`config.mk`:
```
export PLATFORM = sky130hd
export DESIGN_NAME = jtag_scan_master
export DESIGN_NICKNAME = d
export VERILOG_FILES = /design/src/rtl/jtag_scan_master.sv
export SDC_FILE = /design/constraint.sdc
export NUM_CORES = 1
export LEC_CHECK = 0
export CAP_MARGIN = 30
export CORE_MARGIN = 2
export CORE_UTILIZATION = 40
export CTS_CLUSTER_DIAMETER = 30
export DETAILED_ROUTE_END_ITERATION = 12
export SETUP_SLACK_MARGIN = 0.05
export SYNTH_ARGS = -nofsm -noshare
export SYNTH_HDL_FRONTEND = slang
export SYNTH_SLANG_ARGS = --single-unit
```
`constraint.sdc`:
```
create_clock -name CLK -period 9.5 [get_ports CLK]
set_input_delay 2.375 -clock CLK [delete_from_list [all_inputs] [get_ports CLK]]
set_output_delay 2.375 -clock CLK [all_outputs]
set_load 0.05 [all_outputs]
```
`src/rtl/jtag_scan_master.sv`:
```
`default_nettype none
// ============================================================================
// Module   : jtag_scan_master
// Brief    : Bus-side IEEE 1149.1 TAP sequencer (IR scan, DR scan, TAP reset).
// Options  : JTAG_SCAN_MASTER_RUNTEST_EN adds cmd_idle Run-Test/Idle dwell.
// Revision : 1.0
// ============================================================================
module jtag_scan_master #(
   parameter int MAX_LEN = 32,
   parameter int CLK_DIV = 2,
   parameter int LEN_W   = $clog2(MAX_LEN + 1)
) (
   input  logic               CLK,
   input  logic               RST,
   input  logic               cmd_valid,
   output logic               cmd_ready,
   input  logic [1:0]         cmd_op,
   input  logic [LEN_W-1:0]   cmd_len,
   input  logic [MAX_LEN-1:0] cmd_data,
`ifdef JTAG_SCAN_MASTER_RUNTEST_EN
   input  logic [7:0]         cmd_idle,
`endif
   output logic               resp_valid,
   output logic               resp_err,
   output logic [MAX_LEN-1:0] resp_data,
   output logic               busy,
   output logic               TCK,
   output logic               TMS,
   output logic               TDI,
   input  logic               TDO
);

   localparam int CNT_W = $clog2(MAX_LEN + 264);
   localparam int IDX_W = (MAX_LEN > 1) ? $clog2(MAX_LEN) : 1;
   localparam int DIV_W = (CLK_DIV > 1) ? $clog2(CLK_DIV) : 1;

   localparam logic [1:0] OP_IR   = 2'b00;
   localparam logic [1:0] OP_RST  = 2'b10;
   localparam logic [1:0] OP_RSVD = 2'b11;

   localparam logic [1:0] ST_IDLE = 2'b00;
   localparam logic [1:0] ST_RUN  = 2'b01;
   localparam logic [1:0] ST_DONE = 2'b10;
   localparam logic [1:0] ST_REJ  = 2'b11;

   logic [1:0]         r_state;
   logic [1:0]         r_op;
   logic [LEN_W-1:0]   r_len;
   logic [MAX_LEN-1:0] r_data;
   logic [MAX_LEN-1:0] r_cap;
   logic [7:0]         r_idle;
   logic [CNT_W-1:0]   r_cnt;
   logic [DIV_W-1:0]   r_div;
   logic               r_tck;
   logic               r_tms;
   logic               r_tdi;
   logic               r_ready;
   logic               r_busy;
   logic               r_resp_valid;
   logic               r_resp_err;
   logic               r_resp_en;
   logic [MAX_LEN-1:0] r_resp_data;

   logic [CNT_W-1:0]   w_pre;
   logic [CNT_W-1:0]   w_sh_end;
   logic [CNT_W-1:0]   w_total;
   logic [CNT_W-1:0]   w_nxt;
   logic [IDX_W-1:0]   w_bit;
   logic [IDX_W-1:0]   w_nxt_bit;
   logic               w_in_shift;
   logic               w_nxt_tms;
   logic               w_nxt_tdi;
   logic               w_half;
   logic               w_reject;
   logic [7:0]         w_idle_in;

`ifdef JTAG_SCAN_MASTER_RUNTEST_EN
   assign w_idle_in = cmd_idle;
`else
   assign w_idle_in = 8'd0;
`endif

   // r_cnt indexes TCK cycles of the current sequence; TMS/TDI for cycle
   // r_cnt+1 are precomputed so they can be launched on the falling edge.
   always_comb begin
      w_pre      = (r_op == OP_IR) ? CNT_W'(4) : CNT_W'(3);
      w_sh_end   = w_pre + CNT_W'(r_len);
      w_total    = (r_op == OP_RST) ? CNT_W'(6)
                                    : w_sh_end + CNT_W'(2) + CNT_W'(r_idle);
      w_nxt      = r_cnt + CNT_W'(1);
      w_in_shift = (r_op != OP_RST) && (r_cnt >= w_pre) && (r_cnt < w_sh_end);
      w_bit      = IDX_W'(r_cnt - w_pre);
      w_nxt_bit  = IDX_W'(w_nxt - w_pre);
      w_half     = (r_div == DIV_W'(CLK_DIV - 1));
      w_nxt_tms  = 1'b0;
      w_nxt_tdi  = 1'b0;
      if (r_op == OP_RST) begin
         w_nxt_tms = (w_nxt < CNT_W'(5));
      end else if (w_nxt < w_pre) begin
         w_nxt_tms = (r_op == OP_IR) && (w_nxt < CNT_W'(2));
      end else if (w_nxt < w_sh_end) begin
         w_nxt_tms = (w_nxt == w_sh_end - CNT_W'(1));
         w_nxt_tdi = r_data[w_nxt_bit];
      end else begin
         w_nxt_tms = (w_nxt == w_sh_end);
      end
      w_reject = (cmd_op == OP_RSVD) ||
                 ((cmd_op != OP_RST) &&
                  ((cmd_len == '0) || (cmd_len > LEN_W'(MAX_LEN))));
   end

   always_ff @(posedge CLK) begin
      if (RST) begin
         r_state      <= ST_RUN;
         r_op         <= OP_RST;
         r_len        <= '0;
         r_data       <= '0;
         r_idle       <= '0;
         r_cnt        <= '0;
         r_div        <= '0;
         r_tck        <= 1'b0;
         r_tms        <= 1'b1;
         r_tdi        <= 1'b0;
         r_ready      <= 1'b0;
         r_busy       <= 1'b1;
         r_resp_valid <= 1'b0;
         r_resp_err   <= 1'b0;
         r_resp_data  <= '0;
         r_cap        <= '0;
         r_resp_en    <= 1'b0;
      end else begin
         r_resp_valid <= 1'b0;
         case (r_state)
            ST_IDLE: begin
               if (cmd_valid) begin
                  r_ready <= 1'b0;
                  if (w_reject) begin
                     r_state      <= ST_REJ;
                     r_resp_valid <= 1'b1;
                     r_resp_err   <= 1'b1;
                     r_resp_data  <= '0;
                  end else begin
                     r_state   <= ST_RUN;
                     r_op      <= cmd_op;
                     r_len     <= cmd_len;
                     r_data    <= cmd_data;
                     r_idle    <= w_idle_in;
                     r_busy    <= 1'b1;
                     r_cnt     <= '0;
                     r_div     <= '0;
                     r_tms     <= 1'b1;
                     r_tdi     <= 1'b0;
                     r_cap     <= '0;
                     r_resp_en <= 1'b1;
                  end
               end
            end
            ST_RUN: begin
               if (w_half) begin
                  r_div <= '0;
                  r_tck <= ~r_tck;
                  if (!r_tck) begin
                     if (w_in_shift) begin
                        r_cap[w_bit] <= TDO;
                     end
                  end else if (w_nxt == w_total) begin
                     r_state <= ST_DONE;
                     r_tms   <= 1'b0;
                     r_tdi   <= 1'b0;
                  end else begin
                     r_cnt <= w_nxt;
                     r_tms <= w_nxt_tms;
                     r_tdi <= w_nxt_tdi;
                  end
               end else begin
                  r_div <= r_div + DIV_W'(1);
               end
            end
            ST_DONE: begin
               r_state <= ST_IDLE;
               r_ready <= 1'b1;
               r_busy  <= 1'b0;
               // The power-on TRST has no requester, so it stays silent.
               if (r_resp_en) begin
                  r_resp_valid <= 1'b1;
                  r_resp_err   <= 1'b0;
                  r_resp_data  <= r_cap;
               end
            end
            default: begin
               r_state <= ST_IDLE;
               r_ready <= 1'b1;
            end
         endcase
      end
   end

   assign cmd_ready  = r_ready;
   assign busy       = r_busy;
   assign resp_valid = r_resp_valid;
   assign resp_err   = r_resp_err;
   assign resp_data  = r_resp_data;
   assign TCK        = r_tck;
   assign TMS        = r_tms;
   assign TDI        = r_tdi;

endmodule
`default_nettype wire

```
==> flow_summary.toml <==
[synth]
synthCells = 815
yosys_warnings = 0
yosysSeqAreaShare_pct = 37.4
yosys_most_used_dff = "dfxtp_1"
ys_types = 73
synth_edf_count = 0
async_flop_share_pct = 0
ys_ff_latch = 124
syn-cell-area_um2 = 6640
syn_nets = 883
post_synth.cell_area_avg_um2 = 8.15

[sta]
finalMaxSlewViolations = 0
fmax_mhz = 189
finalSetupViolations = 0
slew_headroom_pct = 33.6
fin_tns_setup_ps = 0
fin_skew_ps = 11.2
layout_min_cycle_time_ps = 5300
post-route-period-util_pct = 55.8
tightest_slew_ps = 986
hold_viol = 0
rsz0062_at_grt = "false"

[cells_and_area]
drive_above_1_share_pct = 8.17
fin_nets = 936
final_common_cell = "nand2_1"
final_cells = 1101
n_antenna_cell = 0
most-common-layout-cells = "142 x nand2_1, 124 x dfxtp_1, 81 x clkdlybuf4s50_1"
num-fill-cells = 1592
multi_input_area_um2 = 3840
register_area_um2 = 2480
syn2layout_area_growth_pct = 23.5

[critical_path]
r2r_start = "r_op[1]"
rrSetupSlack_ps = 4720
required_ps = 9870
worst_setup_path_end_kind = "flip-flop"
r2r_end = "r_cap[10]"
reg2reg_depth = 16
cp_max_fo = 10
critPathKind = "in2reg"
startpoint_type = "input pin"
worstPathArrival_ps = 5670

[cts]
clkLatencyLatePin_ps = 420
numCtsBuffers = 17
h-tree-depth = 4
cts_setup_buffers = 0
clk_path_buf_depth = 2
cts.sinks = 124
root_buffer = "clkbuf_16"
holdBufCountCts = 0
clkSlewWorstSetupHoldPaths_ps = 60
cts_tree = "yes"
cts_resized = 0

[floorplanning]
floorplan.initialDensity_pct = 40.5
core_area_um2 = 16400
die_h_um = 133
io_pins = 83
die_area_um2 = 17700
die_x_um = 133
num_rows = 47

[global_route]
globalRouteTotalUtil_pct = 20.1
grt_pass1_vias = 5446
antenna_found_initial = 0
grt_first_pass_wirelength_um = 28500
grt_overflow = 0
grt_start_max_net_pins = 57

[min_path]
hold_path_class = "reg2reg"
whs_endpoint = "r_data[23]"
min_path_cells = 2
hp-start = "r_data[23]"

[routing]
vias = 5991
drt_iter0_drc = 357
via_per_inst = 5.44
wl_per_cell_um = 15.8
dr.pass1.iters = 5
drtAntennaViolNets = 0
wirelength_um = 17400
drc = 0

[pwr]
powerDensity_nw_per_um2 = 168
power_mw = 1.38
vdd_ir_drop_max_mv = 0.120
p_leak_nw = 2.88

[run]
drv_cap = 0

[placed_design]
io_buffers = 82
place_hpwl_um = 12100
dp.cells = 1069
gp_congestion = 0.834

[run_status]
status = "finished, final reports clean"
==> sequential cells by signal, summed over array words and instances, names as in the netlist <==
signal,cells
r_len,6
r_cnt,9
resp_data,32
busy,1
resp_err,1
r_resp_en,1
r_state,2
resp_valid,1
TDI,1
TCK,1
r_op,2
TMS,1
r_data,32
r_cap,32
cmd_ready,1
r_div,1
==> worst max-delay path by stage <==
stage,startpoint,endpoint,slack (ps),cells after the start
finish,cmd_len[1],r_cnt[6],4200,11
global placement,cmd_len[1],r_cap[27],3690,10
CTS,cmd_len[1],r_cnt[6],4240,11
global route,cmd_len[1],r_cnt[2],4020,11
detailed placement,cmd_len[1],r_cnt[2],3830,11
floorplan,cmd_len[1],r_cnt[6],4540,11
==> Yosys cell counts (4+ instances only) <==
| library cell | number | area [um^2] |
|---|---|---|
| or2_2 | 4 | 25.0 |
| ha_1 | 24 | 300 |
| o21bai_1 | 4 | 30.0 |
| nor2b_1 | 7 | 43.8 |
| clkbuf_1 | 41 | 154 |
| nand4_1 | 5 | 31.3 |
| nand2b_1 | 8 | 50.1 |
| xnor2_1 | 20 | 175 |
| a21o_1 | 6 | 45.0 |
| nand3_1 | 19 | 95.1 |
| o31ai_1 | 4 | 30.0 |
| a22oi_1 | 32 | 240 |
| inv_1 | 21 | 78.8 |
| o21ai_0 | 55 | 275 |
| buf_2 | 8 | 40.0 |
| o21a_1 | 5 | 37.5 |
| xor2_1 | 10 | 87.6 |
| nor2_1 | 68 | 255 |
| mux4_2 | 10 | 225 |
| nor3b_1 | 4 | 30.0 |
| dfxtp_1 | 124 | 2480 |
| nor3_1 | 12 | 60.1 |
| a21oi_1 | 75 | 375 |
| a32o_1 | 16 | 160 |
| and3_1 | 4 | 25.0 |
| a31oi_1 | 6 | 37.5 |
| a21boi_0 | 16 | 120 |
| nand2_1 | 142 | 533 |
==> area by class of cell <==
type,count,share of cell area (%)
clock buffer,18,5.23
clock inverter,14,2.36
inverter,23,1.11
multi-input combinational,613,46.8
sequential,124,30.3
tap,220,3.36
timing repair buffer,89,10.9
==> per-stage QoR <==
step           instance area, um^2  worst slack, ps  util, %  hold WS (ps)
2_1_floorplan                 6640             4540        -           433
3_3_place_gp                  7550             3690     46.0           441
3_5_place_dp                  7580             3830     46.2           447
4_1_cts                       8200             4240     50.0           455
5_1_grt                       8200             4020     50.0           471
6_report                      8200             4200     50.0           452
==> critical path, cell delays in order <==
cell	delay [ps]
clkdlybuf4s50_1	410
or4_1	530
nor2_1	120
xor2_1	90
mux2_2	320
or3b_2	470
a21oi_1	410
nand2_1	120
a311o_1	490
nor3b_2	230
a21o_1	100
==> layer usage <==
metal  routed length [um]  GRT usage (%)
met1                 8980           29.8
met2                 7360           28.9
met3                  837           4.44
met4                  210           6.15
met5                    0              0
==> power breakdown <==
| group | total (mW) | internal [mW] | leakage (nW) | switching [mW] |
|---|---|---|---|---|
| registers | 0.536 | 0.527 | 1.00 | 0.00889 |
| clock network | 0.682 | 0.439 | 0.300 | 0.243 |
| logic | 0.160 | 0.0638 | 1.58 | 0.0958 |
==> cells by family (layout without fill, tap and decap cells) <==
| logic type | count (synthesis) | in the layout | synth area share (%) |
|---|---|---|---|
| and+or+nand+nor | 295 | 295 | 20.0 |
| AOI/OAI and AO/OA | 247 | 247 | 24.4 |
| DFF | 124 | 124 | 37.4 |
| buffers and inverters | 78 | 144 | 4.93 |
| xor gates and xnor gates | 32 | 32 | 4.61 |
| adders and majority gates | 26 | 26 | 4.82 |
| muxes | 13 | 13 | 3.86 |
Power figures use the tool's default switching activity.
